--- config.mk ---
export PLATFORM = sky130hd
export DESIGN_NAME = pio_instr_encoder
export DESIGN_NICKNAME = d
export VERILOG_FILES = /design/src/rtl/pio_pkg.sv /design/src/rtl/pio_field_pack.sv /design/src/rtl/pio_instr_encoder.sv
export SDC_FILE = /design/constraint.sdc
export NUM_CORES = 1
export LEC_CHECK = 0
export ABC_CLOCK_PERIOD_IN_PS = 3000
export CORE_ASPECT_RATIO = 1.75
export CORE_UTILIZATION = 44
export DETAILED_ROUTE_END_ITERATION = 10
export PLACE_DENSITY = 0.84
export RECOVER_POWER = 100
export SYNTH_ARGS = -nofsm -noshare
export SYNTH_HDL_FRONTEND = slang
export SYNTH_SLANG_ARGS = --single-unit
--- constraint.sdc ---
create_clock -name clk -period 3 [get_ports clk]
set_input_delay 0.3 -clock clk [delete_from_list [all_inputs] [get_ports clk]]
set_output_delay 0.3 -clock clk [all_outputs]
set_load 0.05 [all_outputs]
--- src/rtl/pio_pkg.sv ---
// Shared PIO definitions: opcodes, instruction field widths and side-set/delay split helpers.
package pio_pkg;

    localparam int OP_W      = 3;
    localparam int FIELD_W   = 5;
    localparam int OP1_W     = 3;
    localparam int OP2_W     = 5;
    localparam int SS_CFG_W  = 3;

    typedef enum logic [2:0] {
        OP_JMP       = 3'd0,
        OP_WAIT      = 3'd1,
        OP_IN        = 3'd2,
        OP_OUT       = 3'd3,
        OP_PUSH_PULL = 3'd4,
        OP_MOV       = 3'd5,
        OP_IRQ       = 3'd6,
        OP_SET       = 3'd7
    } pio_op_e;

    function automatic logic [2:0] sideset_clamp(input logic [2:0] sideset_bits);
        return (sideset_bits > 3'd5) ? 3'd5 : sideset_bits;
    endfunction

    // Bits of the shared [12:8] field left over for the delay count.
    function automatic logic [2:0] delay_bits(input logic [2:0] sideset_bits);
        return 3'd5 - sideset_clamp(sideset_bits);
    endfunction

endpackage

--- src/rtl/pio_field_pack.sv ---
// Combinational PIO instruction packing with side-set/delay truncation checks.
// Range checks exist only when PIO_INSTR_ENCODER_CHECK_EN is defined; otherwise flags read 0.
module pio_field_pack
    import pio_pkg::*;
(
    input  logic [SS_CFG_W-1:0] sideset_bits,
    input  logic                sideset_enable_bit,
    input  logic [OP_W-1:0]     s_op,
    input  logic [OP1_W-1:0]    s_op1,
    input  logic [OP2_W-1:0]    s_op2,
    input  logic [FIELD_W-1:0]  s_delay,
    input  logic [FIELD_W-1:0]  s_side_set,
    input  logic                s_side_en,
    output logic [15:0]         instr,
    output logic                delay_ovf,
    output logic                side_ovf,
    output logic                cfg_err
);

    logic [2:0]         sb;
    logic [2:0]         db;
    logic [2:0]         dw;
    logic               en;
    logic [FIELD_W-1:0] delay_mask;
    logic [FIELD_W-1:0] side_mask;
    logic [FIELD_W-1:0] delay_trunc;
    logic [FIELD_W-1:0] side_trunc;
    logic [FIELD_W-1:0] field;

    always_comb begin
        sb          = sideset_clamp(sideset_bits);
        db          = delay_bits(sideset_bits);
        en          = sideset_enable_bit & (sb != 3'd0);
        dw          = sb - {2'b00, en};
        delay_mask  = 5'((6'd1 << db) - 6'd1);
        side_mask   = 5'((6'd1 << dw) - 6'd1);
        delay_trunc = s_delay & delay_mask;
        side_trunc  = s_side_set & side_mask;
        field       = (side_trunc << db) | delay_trunc;
        // Side-set data never reaches bit 4 when the enable flag is in use.
        if (en) begin
            field[4] = s_side_en;
        end
        instr = {s_op, field, s_op1, s_op2};
    end

`ifdef PIO_INSTR_ENCODER_CHECK_EN
    assign delay_ovf = (s_delay & ~delay_mask) != 5'd0;
    assign side_ovf  = (s_side_set & ~side_mask) != 5'd0;
    assign cfg_err   = sideset_enable_bit & (sb == 3'd0);
`else
    assign delay_ovf = 1'b0;
    assign side_ovf  = 1'b0;
    assign cfg_err   = 1'b0;
`endif

endmodule

--- src/rtl/pio_instr_encoder.sv ---
// Streams packed PIO instructions into instruction memory with auto-incrementing address.
// Sticky truncation flags are live only when PIO_INSTR_ENCODER_CHECK_EN is defined.
module pio_instr_encoder
    import pio_pkg::*;
#(
    parameter int ADDR_W  = 5,
    parameter int INSTR_W = 16
) (
    input  logic               clk,
    input  logic               reset_n,
    input  logic [2:0]         sideset_bits,
    input  logic               sideset_enable_bit,
    input  logic               load_addr,
    input  logic [ADDR_W-1:0]  load_value,
    input  logic               s_valid,
    output logic               s_ready,
    input  logic [2:0]         s_op,
    input  logic [2:0]         s_op1,
    input  logic [4:0]         s_op2,
    input  logic [4:0]         s_delay,
    input  logic [4:0]         s_side_set,
    input  logic               s_side_en,
    output logic               m_valid,
    input  logic               m_ready,
    output logic [ADDR_W-1:0]  m_addr,
    output logic [INSTR_W-1:0] m_data,
    output logic [5:0]         count,
    output logic               err_delay,
    output logic               err_side,
    output logic               err_cfg
);

    logic [15:0]        packed_word;
    logic               delay_ovf, side_ovf, cfg_err;
    logic               accept, xfer;
    logic [ADDR_W-1:0]  addr_sel;

    logic               m_valid_q, m_valid_d;
    logic [ADDR_W-1:0]  m_addr_q, m_addr_d;
    logic [INSTR_W-1:0] m_data_q, m_data_d;
    logic [ADDR_W-1:0]  wr_addr_q, wr_addr_d;
    logic [5:0]         count_q, count_d;
    logic               err_delay_q, err_delay_d;
    logic               err_side_q, err_side_d;
    logic               err_cfg_q, err_cfg_d;

    pio_field_pack u_pack (
        .sideset_bits       (sideset_bits),
        .sideset_enable_bit (sideset_enable_bit),
        .s_op               (s_op),
        .s_op1              (s_op1),
        .s_op2              (s_op2),
        .s_delay            (s_delay),
        .s_side_set         (s_side_set),
        .s_side_en          (s_side_en),
        .instr              (packed_word),
        .delay_ovf          (delay_ovf),
        .side_ovf           (side_ovf),
        .cfg_err            (cfg_err)
    );

    assign s_ready = !m_valid_q | m_ready;
    assign accept  = s_valid & s_ready;
    assign xfer    = m_valid_q & m_ready;
    assign addr_sel = load_addr ? load_value : wr_addr_q;

    always_comb begin
        m_valid_d   = m_valid_q;
        m_addr_d    = m_addr_q;
        m_data_d    = m_data_q;
        wr_addr_d   = wr_addr_q;
        count_d     = count_q;
        err_delay_d = err_delay_q;
        err_side_d  = err_side_q;
        err_cfg_d   = err_cfg_q;

        if (xfer) begin
            m_valid_d = 1'b0;
            if (count_q != 6'd63) begin
                count_d = count_q + 6'd1;
            end
        end

        if (accept) begin
            m_valid_d   = 1'b1;
            m_addr_d    = addr_sel;
            m_data_d    = INSTR_W'(packed_word);
            wr_addr_d   = addr_sel + 1'b1;
            err_delay_d = err_delay_q | delay_ovf;
            err_side_d  = err_side_q | side_ovf;
            err_cfg_d   = err_cfg_q | cfg_err;
        end else if (load_addr) begin
            // Parked in the write pointer; the held output word is untouched.
            wr_addr_d = load_value;
        end
    end

    always_ff @(posedge clk) begin
        if (!reset_n) begin
            m_valid_q   <= 1'b0;
            m_addr_q    <= '0;
            m_data_q    <= '0;
            wr_addr_q   <= '0;
            count_q     <= '0;
            err_delay_q <= 1'b0;
            err_side_q  <= 1'b0;
            err_cfg_q   <= 1'b0;
        end else begin
            m_valid_q   <= m_valid_d;
            m_addr_q    <= m_addr_d;
            m_data_q    <= m_data_d;
            wr_addr_q   <= wr_addr_d;
            count_q     <= count_d;
            err_delay_q <= err_delay_d;
            err_side_q  <= err_side_d;
            err_cfg_q   <= err_cfg_d;
        end
    end

    assign m_valid   = m_valid_q;
    assign m_addr    = m_addr_q;
    assign m_data    = m_data_q;
    assign count     = count_q;
    assign err_delay = err_delay_q;
    assign err_side  = err_side_q;
    assign err_cfg   = err_cfg_q;

endmodule

; ---- Word-level counts from Yosys, hierarchy flattened
; Cells that the tools add are included.
[totals]
in_bits = 36
register_bits = 33
wordCells = 33
out_inout_bits = 32
[classes]
n_reduce_logical = 4
shift = 3
n_bitwise = 7
n_addsub = 6
muxes = 6
order_cmp = 1
n_eq_ne = 1
[ops]
columns = operator, n
row1 = AND 5 bit, 2
row2 = two-way mux 5 bit, 2
row3 = << shifter 1 x 3 -> 5 bit (first input constant), 2
row4 = subtractor 5 x 1 -> 5 bit (second input constant), 2
row5 = adder 6 x 1 -> 6 bit (second input constant), 1
row6 = inequality test 6 bit (second input constant), 1
row7 = adder 5 x 1 -> 5 bit (second input constant), 1
row8 = OR 5 bit, 1
row9 = << shifter 5 x 3 -> 5 bit, 1
row10 = AND 1 bit, 3
row11 = > comparator 3 bit (second input constant), 1
row12 = two-way mux 1 bit, 3
row13 = two-way mux 3 bit, 1
row14 = nonzero test 3 bit, 1
row15 = subtractor 3 x 1 -> 3 bit, 1
row16 = subtractor 3 bit (first input constant), 1
row17 = AND reduction 2 bit, 1
row18 = nonzero test 2 bit, 1
row19 = logical NOT 1 bit, 1
row20 = OR 1 bit, 1

; ---- Logic depth before layout (Yosys ltp)
; Gate-level depths: netlist (run 1).
[logic_depth]
word_depth = 11
ltp_mapped = 13
depth_no_buf = 12

; ---- Cells and area by module
; From an unflattened synthesis (run 1), not the netlist that was laid out.
[unflattened]
hier_cells = 240
hier_area_um2 = 1958.1
[modules_own_cells]
columns = module, seq_area_each_um2, area_each_um2, cells_each, instances
row1 = pio_instr_encoder, 720.7, 1443.9, 165, 1
row2 = pio_field_pack, 0.0, 514.2, 75, 1

; ---- Least setup slack after synthesis (run 1)
; OpenSTA, ideal clock, no wires.
[synth_path]
path_kind = input -> register
from = input sideset_bits[1]
to = register m_data_q[12] (netlist: m_data[12])
t_required_ps = 2942
n_path_buf = 1
path_stages = 13
arrival_ps = 2567
setup_time_ps = 58
setup_slack_ps = 376
path_cell_list = buf_2 o31ai_1 inv_1 ha_1 ha_1 xnor2_1 nand3b_1 ha_1 nand2b_1 or4_1 nand3_1 and3_1 a211o_1
[synth_between]
elab_chain_cells = 11
elab_cells_between_ends = 15
classes_between = add/sub: 4 / order compare: 1 / shift: 3 / mux: 2 / bitwise: 4 / reduce/logical: 1
[synth_rtl]
columns = item, line_no
row1 = start: declaration, pio_instr_encoder.sv:11  ; input logic [2:0] sideset_bits,
row2 = > comparator 3 bit, pio_pkg.sv:22  ; return (sideset_bits > 3'd5) ? 3'd5 : sideset_bits;
row3 = two-way mux 3 bit *, pio_pkg.sv:22
row4 = nonzero test 3 bit, pio_field_pack.sv:33  ; en = sideset_enable_bit & (sb != 3'd0);
row5 = AND 1 bit, pio_field_pack.sv:33
row6 = subtractor 3 x 1 -> 3 bit, pio_field_pack.sv:34  ; dw = sb - {2'b00, en};
row7 = << shifter 1 x 3 -> 5 bit, pio_field_pack.sv:36  ; side_mask = 5'((6'd1 << dw) - 6'd1);
row8 = subtractor 5 x 1 -> 5 bit, pio_field_pack.sv:36
row9 = AND 5 bit, pio_field_pack.sv:38  ; side_trunc = s_side_set & side_mask;
row10 = << shifter 5 x 3 -> 5 bit, pio_field_pack.sv:39  ; field = (side_trunc << db) | delay_trunc;
row11 = OR 5 bit, pio_field_pack.sv:39
row12 = two-way mux 1 bit *, pio_field_pack.sv:41  ; if (en) begin
row13 = end signal: assignment, pio_instr_encoder.sv:111  ; m_data_q <= m_data_d;
row14 = end: declaration, pio_instr_encoder.sv:40  ; logic [INSTR_W-1:0] m_data_q, m_data_d;
; Mark *: on every way between the ends. The rest lies on a longest branch, timed or not.
; A chain may end at the register's enable or synchronous reset.

; ---- Final worst setup path (run 1)
[layout_path]
from = input sideset_bits[2]
to = register m_data_q[12] (netlist: m_data[12])
; The elaborated chain is that of the path after synthesis.

==> results of run 1 <==
==> repair_timing <==
action / CTS / global route
hold endpoints to repair: 0 / 0
endpoints found under the setup margin: 0 / 1
resized for setup: 0 / 1
==> flip-flops by register name (all words and copies together), names as in the netlist <==
name and count:
count 6, m_addr 5, m_data 16, m_valid 1, wr_addr_q 5
==> per-stage QoR <==
step                utilization  power (uW)  hold slack (ns)
finish                    0.663        1120            0.464
CTS                       0.664        1140            0.465
detailed placement        0.643         828            0.456
global placement          0.643         822            0.449
floorplan                     -         700            0.439
global route              0.663        1180            0.486
==> layout by cell type (no fill, tap or decap), drive strengths merged, types with 3 or more instances in the layout <==
cell and instances:
nand2b 4, inv 9, dfxtp 33, and2 8, clkbuf 10, a221oi 3
o211a 7, nand3 4, nor2b 4, clkdlybuf4s50 32, conb 3, nor2 4
buf 9, mux2i 7, o21ai 12, xnor2 8, a21boi 14, a21oi 5
dlygate4sd3 32, ha 6, nand2 42, and3 4
==> cell families (layout without fill, tap and decap cells) <==
| kind of cell | after synthesis | count (layout) |
|---|---|---|
| buf+inv | 23 | 92 |
| simple gates | 80 | 80 |
| mux | 8 | 8 |
| fa+ha+maj | 6 | 6 |
| compound gates | 50 | 50 |
| xor+xnor | 10 | 10 |
| flops | 33 | 33 |
| other cells | 1 | 3 |
==> worst register-to-register path: cells and delay by family, from the launching register on <==
kind	cells	cell delay, ns
and+or+nand+nor	4	1.20
DFF	1	0.32
buffers and inverters	1	0.45
==> power breakdown <==
part           internal [uW]  switching (uW)
Combinational            137             196
Clock                    165             145
Sequential               466            11.5
Total                    767             353
==> worst max path at each step <==
stage / start / endpoint / slack [ns]
2_1_floorplan: sideset_bits[1] / m_data[12]$_SDFFE_PN0P_ / 0.38
3_3_place_gp: sideset_bits[2] / m_data[12]$_SDFFE_PN0P_ / 0.005
3_5_place_dp: sideset_bits[1] / m_data[12]$_SDFFE_PN0P_ / -0.1
4_1_cts: sideset_bits[1] / m_data[12]$_SDFFE_PN0P_ / 0.19
5_1_grt: sideset_bits[2] / m_data[12]$_SDFFE_PN0P_ / 0.03
6_report: sideset_bits[2] / m_data[12]$_SDFFE_PN0P_ / 0.21
==> per-layer routing <==
layer | vias to the layer above | track usage | share of wire
met2 | 59 | 0.429 | 0.55
met1 | 773 | 0.197 | 0.39
li1 | 863 | - | -
met4 | 0 | 0.109 | 0.025
met3 | 7 | 0.0372 | 0.039
met5 | - | 0 | 0
==> area by class of cell <==
cell class,count,area [sq um]
multi-input cells,157,1010
clock buffers,8,80.1
well taps,48,60.1
fillers,346,1300
repair buffers,75,716
inverters,9,33.8
flip-flops and latches,33,661
==> results.yml, run 1 <==
status:
  status: "completed"
timing:
  min_period_ns: 2.79
  fin_crit_sh: 0.931
  fmax_mhz: 358
  worst_pin_slew_ns: 1.11
  setup_viol: 0
  hold_viol_final: 0
  final_max_slew_viol_count: 0
  rsz0062_at_grt: "no"
  maxSlewHeadroom: 0.263
  setup_tns_ns: 0
  finalClockSkew_ns: 0.00309
  fin_ws_ns: 0.208
final_layout:
  diodes: 0
  nets: 323
  fin_cells: 330
  drive_gt1_frac: 0.0674
  area_growth_pct: 45.2
  fin_area_sq_mm: 0.00256
critical_path:
  r2r-start: "m_valid$_SDFFE_PN0P_"
  critPathMaxStageDelay_ns: 0.46
  reg2reg_slack_ns: 0.93
  required_ns: 3.22
  cp_common_cell: "ha_1"
  cp_top_family: "simple AND/OR/NAND/NOR gates"
  endpoint_kind: "register"
  critPathBufInv: 2
  r2r_cells: 5
  slowest_stage: "clkdlybuf4s50_1"
  crit_path_max_fanout: 6
  r2r-end: "wr_addr_q[2]$_SDFF_PN0_"
  setup.worst_path.start_class: "input pin"
  worstSetupPathType: "in2reg"
  cp.depth: 13
  crit_chain: "clkdlybuf4s50_1 > o31ai_2 > inv_1 > ha_1 > ha_1 > xnor2_1 > nand3b_1 > ha_1 > nand2b_1 > or4_1 > nand3_1 > and3_1 > a211o_1"
  worst_ep_arrival_time_ns: 3.01
yosys:
  synth.mux.area_fraction: 0.0460
  synth_compound_area_frac: 0.203
  ys_ff_latch: 33
  seq_area_frac_synth: 0.374
  yosys_warnings: 0
  synth-edff-count: 0
  syn_area_per_cell_sq_um: 8.37
  synth.top_cells.by_area: "dfxtp_1 37%, nand2_1 8.9%, a21boi_0 5.9%"
  syn_area_sq_mm: 0.00177
  synth-simple-area-share: 0.220
  ys_types: 43
  yosysMostFrequentCell: "nand2_1"
  synth_xor_area_frac: 0.0538
  synth_area_leader_cell: "dfxtp_1"
  synth_flop_cell: "dfxtp_1"
  synthCells: 211
  synth_top_family_by_area: "simple AND/OR/NAND/NOR gates"
  synth_common_cells: "42 x nand2_1, 33 x dfxtp_1, 14 x a21boi_0"
  synth_fa_ha_area_frac: 0.0425
  synth_top_area_frac: 0.374
  async_flop_share: 0
floorplanning:
  die-area_sq_mm: 0.00428
  initial_core_util: 0.457
  die_y_um: 85.8
  core_area_sq_mm: 0.00387
  die_x_um: 49.9
  placementRows: 30
  boundaryPins: 68
min_path:
  holdPathEnd: "m_data[3]$_SDFFE_PN0P_"
  min_path_cells: 2
  hold_path_class: "reg2reg"
  hold_path.startpoint: "m_data[3]$_SDFFE_PN0P_"
clock_network:
  path_clk_slew_ns: 0.06
  cts_root_buffer: "clkbuf_8"
  clockBufferDepth: 2
  cts_buffers: 5
  cts_tree: "yes"
  clock-sinks: 33
  clkLatencyLatePin_ns: 0.28
  htreeDepth: 2
  cts_hold_buf: 0
  cts_setup_buffers: 0
grt:
  antenna_found_initial: 0
  grt_max_degree: 34
  grt_pass1_vias: 1621
  grt_pass1_wl_um: 7020
  grt_overflow: 0
  gr-usage-all-layers: 0.215
power_and_ir_drop:
  leakagePower_uw: 0.00118
  vdd_drop_max_uv: 265
  power_density_mw_per_mm2: 436
placed_design:
  dp_cells: 322
  pre_cts_ws_ns: -0.0984
  port_buffers: 64
  hpwl_um: 3190
  placed_cell_area_sq_mm: 0.00249
  finalWeightedCongestion: 0.882
routing:
  via_count: 1702
  drt_first_pass_iters: 4
  detail-route-antenna-nets: 0
  vias_per_cell: 5.16
  wl_um: 4170
  wl_per_cell_um: 12.6
  drc: 0
  drt_iter0_markers: 54
job:
  maxCapViolCount: 0
Note: power is estimated with default switching activity, not from simulation.
==> inputs of run 2 (changes only) <==
CAP_MARGIN = 40   (was not set)
PLACE_DENSITY = 0.78   (was 0.84)
==> run 2 against run 1 <==
  * Maximum frequency rose by 0.44%
  * Core utilization rose by 1.4 points
  * Global-route usage rose by 1.5 points
  * Critical path type unchanged
  * Largest power group unchanged
==> results.yml, run 2 (synthesis gave the netlist of run 1 again) <==
floorplanning:
  placementRows: 30
  die_y_um: 85.8
  core_area_sq_mm: 0.00387
  die-area_sq_mm: 0.00428
  initial_core_util: 0.457
  boundaryPins: 68
  die_x_um: 49.9
power_and_ir_drop:
  fin_total_pwr_uw: 1180
  vdd_drop_max_uv: 286
  power_density_mw_per_mm2: 451
  leakagePower_uw: 0.00121
timing:
  hold_viol_final: 0
  fin_ws_ns: 0.220
  min_period_ns: 2.78
  maxSlewHeadroom: 0.402
  final_max_slew_viol_count: 0
  finalClockSkew_ns: 0.00298
  setup_viol: 0
  timing.hold.ws_ns: 0.458
  fmax_mhz: 360
  worst_pin_slew_ns: 0.896
  fin_crit_sh: 0.927
  rsz0062_at_grt: "no"
final_layout:
  fillCellCount: 325
  diodes: 0
  largest_register_ffs: 16
  area_growth_pct: 48.3
  regArea_sq_um: 661
  drive_gt1_frac: 0.0944
  fin_cells: 334
  final_cell_mix: "42 x nand2_1, 33 x dfxtp_1, 32 x dlygate4sd3_1, 32 x clkdlybuf4s50_1"
  multiInputGateArea_sq_mm: 0.00101
  final_common_cell: "nand2_1"
  nets: 327
grt:
  grt_overflow: 0
  antenna_found_initial: 0
  gr-usage-met2: 0.426
  grtUsageMet1: 0.225
  grt_busiest_layer: "met2"
  grt_max_degree: 19
  grt_pass1_wl_um: 7480
  grt_pass1_vias: 1685
  gr-usage-all-layers: 0.230
  met3_usage: 0.0461
placed_design:
  dp_cells: 326
  pre_cts_ws_ns: -0.0798
  hpwl_um: 3380
  finalWeightedCongestion: 0.876
  port_buffers: 64
min_path:
  hold_path_class: "reg2reg"
clock_network:
  clkLatencyLatePin_ns: 0.28
  clockBufferDepth: 2
  cts_tree: "yes"
  cts_buffers: 5
  cts_root_buffer: "clkbuf_8"
  path_clk_slew_ns: 0.07
  clock-sinks: 33
  htreeDepth: 2
critical_path:
  setup.worst_path.start_class: "input pin"
  critPathMaxStageDelay_ns: 0.47
  critPathBufInv: 2
  worstSetupPathType: "in2reg"
  cp_common_cell: "ha_1"
  slowest_stage: "clkdlybuf4s50_1"
  cp_top_family: "simple AND/OR/NAND/NOR gates"
  crit_path_max_fanout: 6
  required_ns: 3.23
  worst_ep_arrival_time_ns: 3.01
  endpoint_kind: "register"
  crit_chain: "clkdlybuf4s50_1 > o31ai_2 > inv_1 > ha_1 > ha_1 > xnor2_1 > nand3b_1 > ha_1 > nand2b_1 > or4_1 > nand3_1 > and3_1 > a211o_1"
status:
  status: "completed"
routing:
  wl_um: 4330
  drt_first_pass_iters: 4
  drt_iter0_markers: 20
  via_count: 1733
  drc: 0
  vias_per_cell: 5.19
  wl_per_cell_um: 12.9
  detail-route-antenna-nets: 0
job:
  maxCapViolCount: 0
## run 2: changes by cell type in the layout (fill, tap and decap cells not counted), sizes merged
cell / delta
buf: +5
clkbuf: -2
clkinv: +1
## run 2: where the power goes
group	internal, uW	switching, uW	total (uW)
Clock	207	155	363
Combinational	143	197	340
Sequential	466	12.3	478
## run 2: per-layer routing
metal  wire (um)  up-vias
met2        2360       55
met4         180        0
met1        1620      797
met3         168       14
met5           0        -
li1            -      867
## run 2: stage by stage
stage	instance area (sq um)	TNS [ns]	util
global route	2620	0	0.678
global placement	2520	-0.00221	0.651
floorplan	1770	0	-
detailed placement	2520	-0.0863	0.651
CTS	2620	0	0.677
finish	2620	0	0.678
## run 2: path summary, 6_finish.rpt
kind | startpoint | end | slack (ns) | depth (start not counted)
setup reg to reg | m_valid$_SDFFE_PN0P_ | m_data[15]$_SDFFE_PN0P_ | 1.02 | 5
hold reg to reg | m_data[1]$_SDFFE_PN0P_ | m_data[1]$_SDFFE_PN0P_ | 0.46 | 2
setup / recovery | sideset_bits[2] | m_data[12]$_SDFFE_PN0P_ | 0.22 | 13
hold / removal | m_data[1]$_SDFFE_PN0P_ | m_data[1]$_SDFFE_PN0P_ | 0.46 | 2
## run 2: cell type report
cell class | instances | share of cell area
clock buffers | 7 | 0.0368
clock inverters | 1 | 0.00191
inverters | 9 | 0.0129
multi-input cells | 157 | 0.387
flip-flops and latches | 33 | 0.252
well taps | 48 | 0.0229
repair buffers | 79 | 0.286
## run 2: worst min-delay path, delay by kind of cell, from the launching register on
kind	cells	cell delay (ns)
AND/OR/NAND/NOR	1	0.04
flip-flops	1	0.30
AO/OA/AOI/OAI	1	0.06
## run 2: timing repair
item | in CTS | in global routing
setup endpoints to repair | 0 | 1
hold buffers | 0 | 0
buffers inserted | 0 | 0
gates resized for setup | 0 | 1
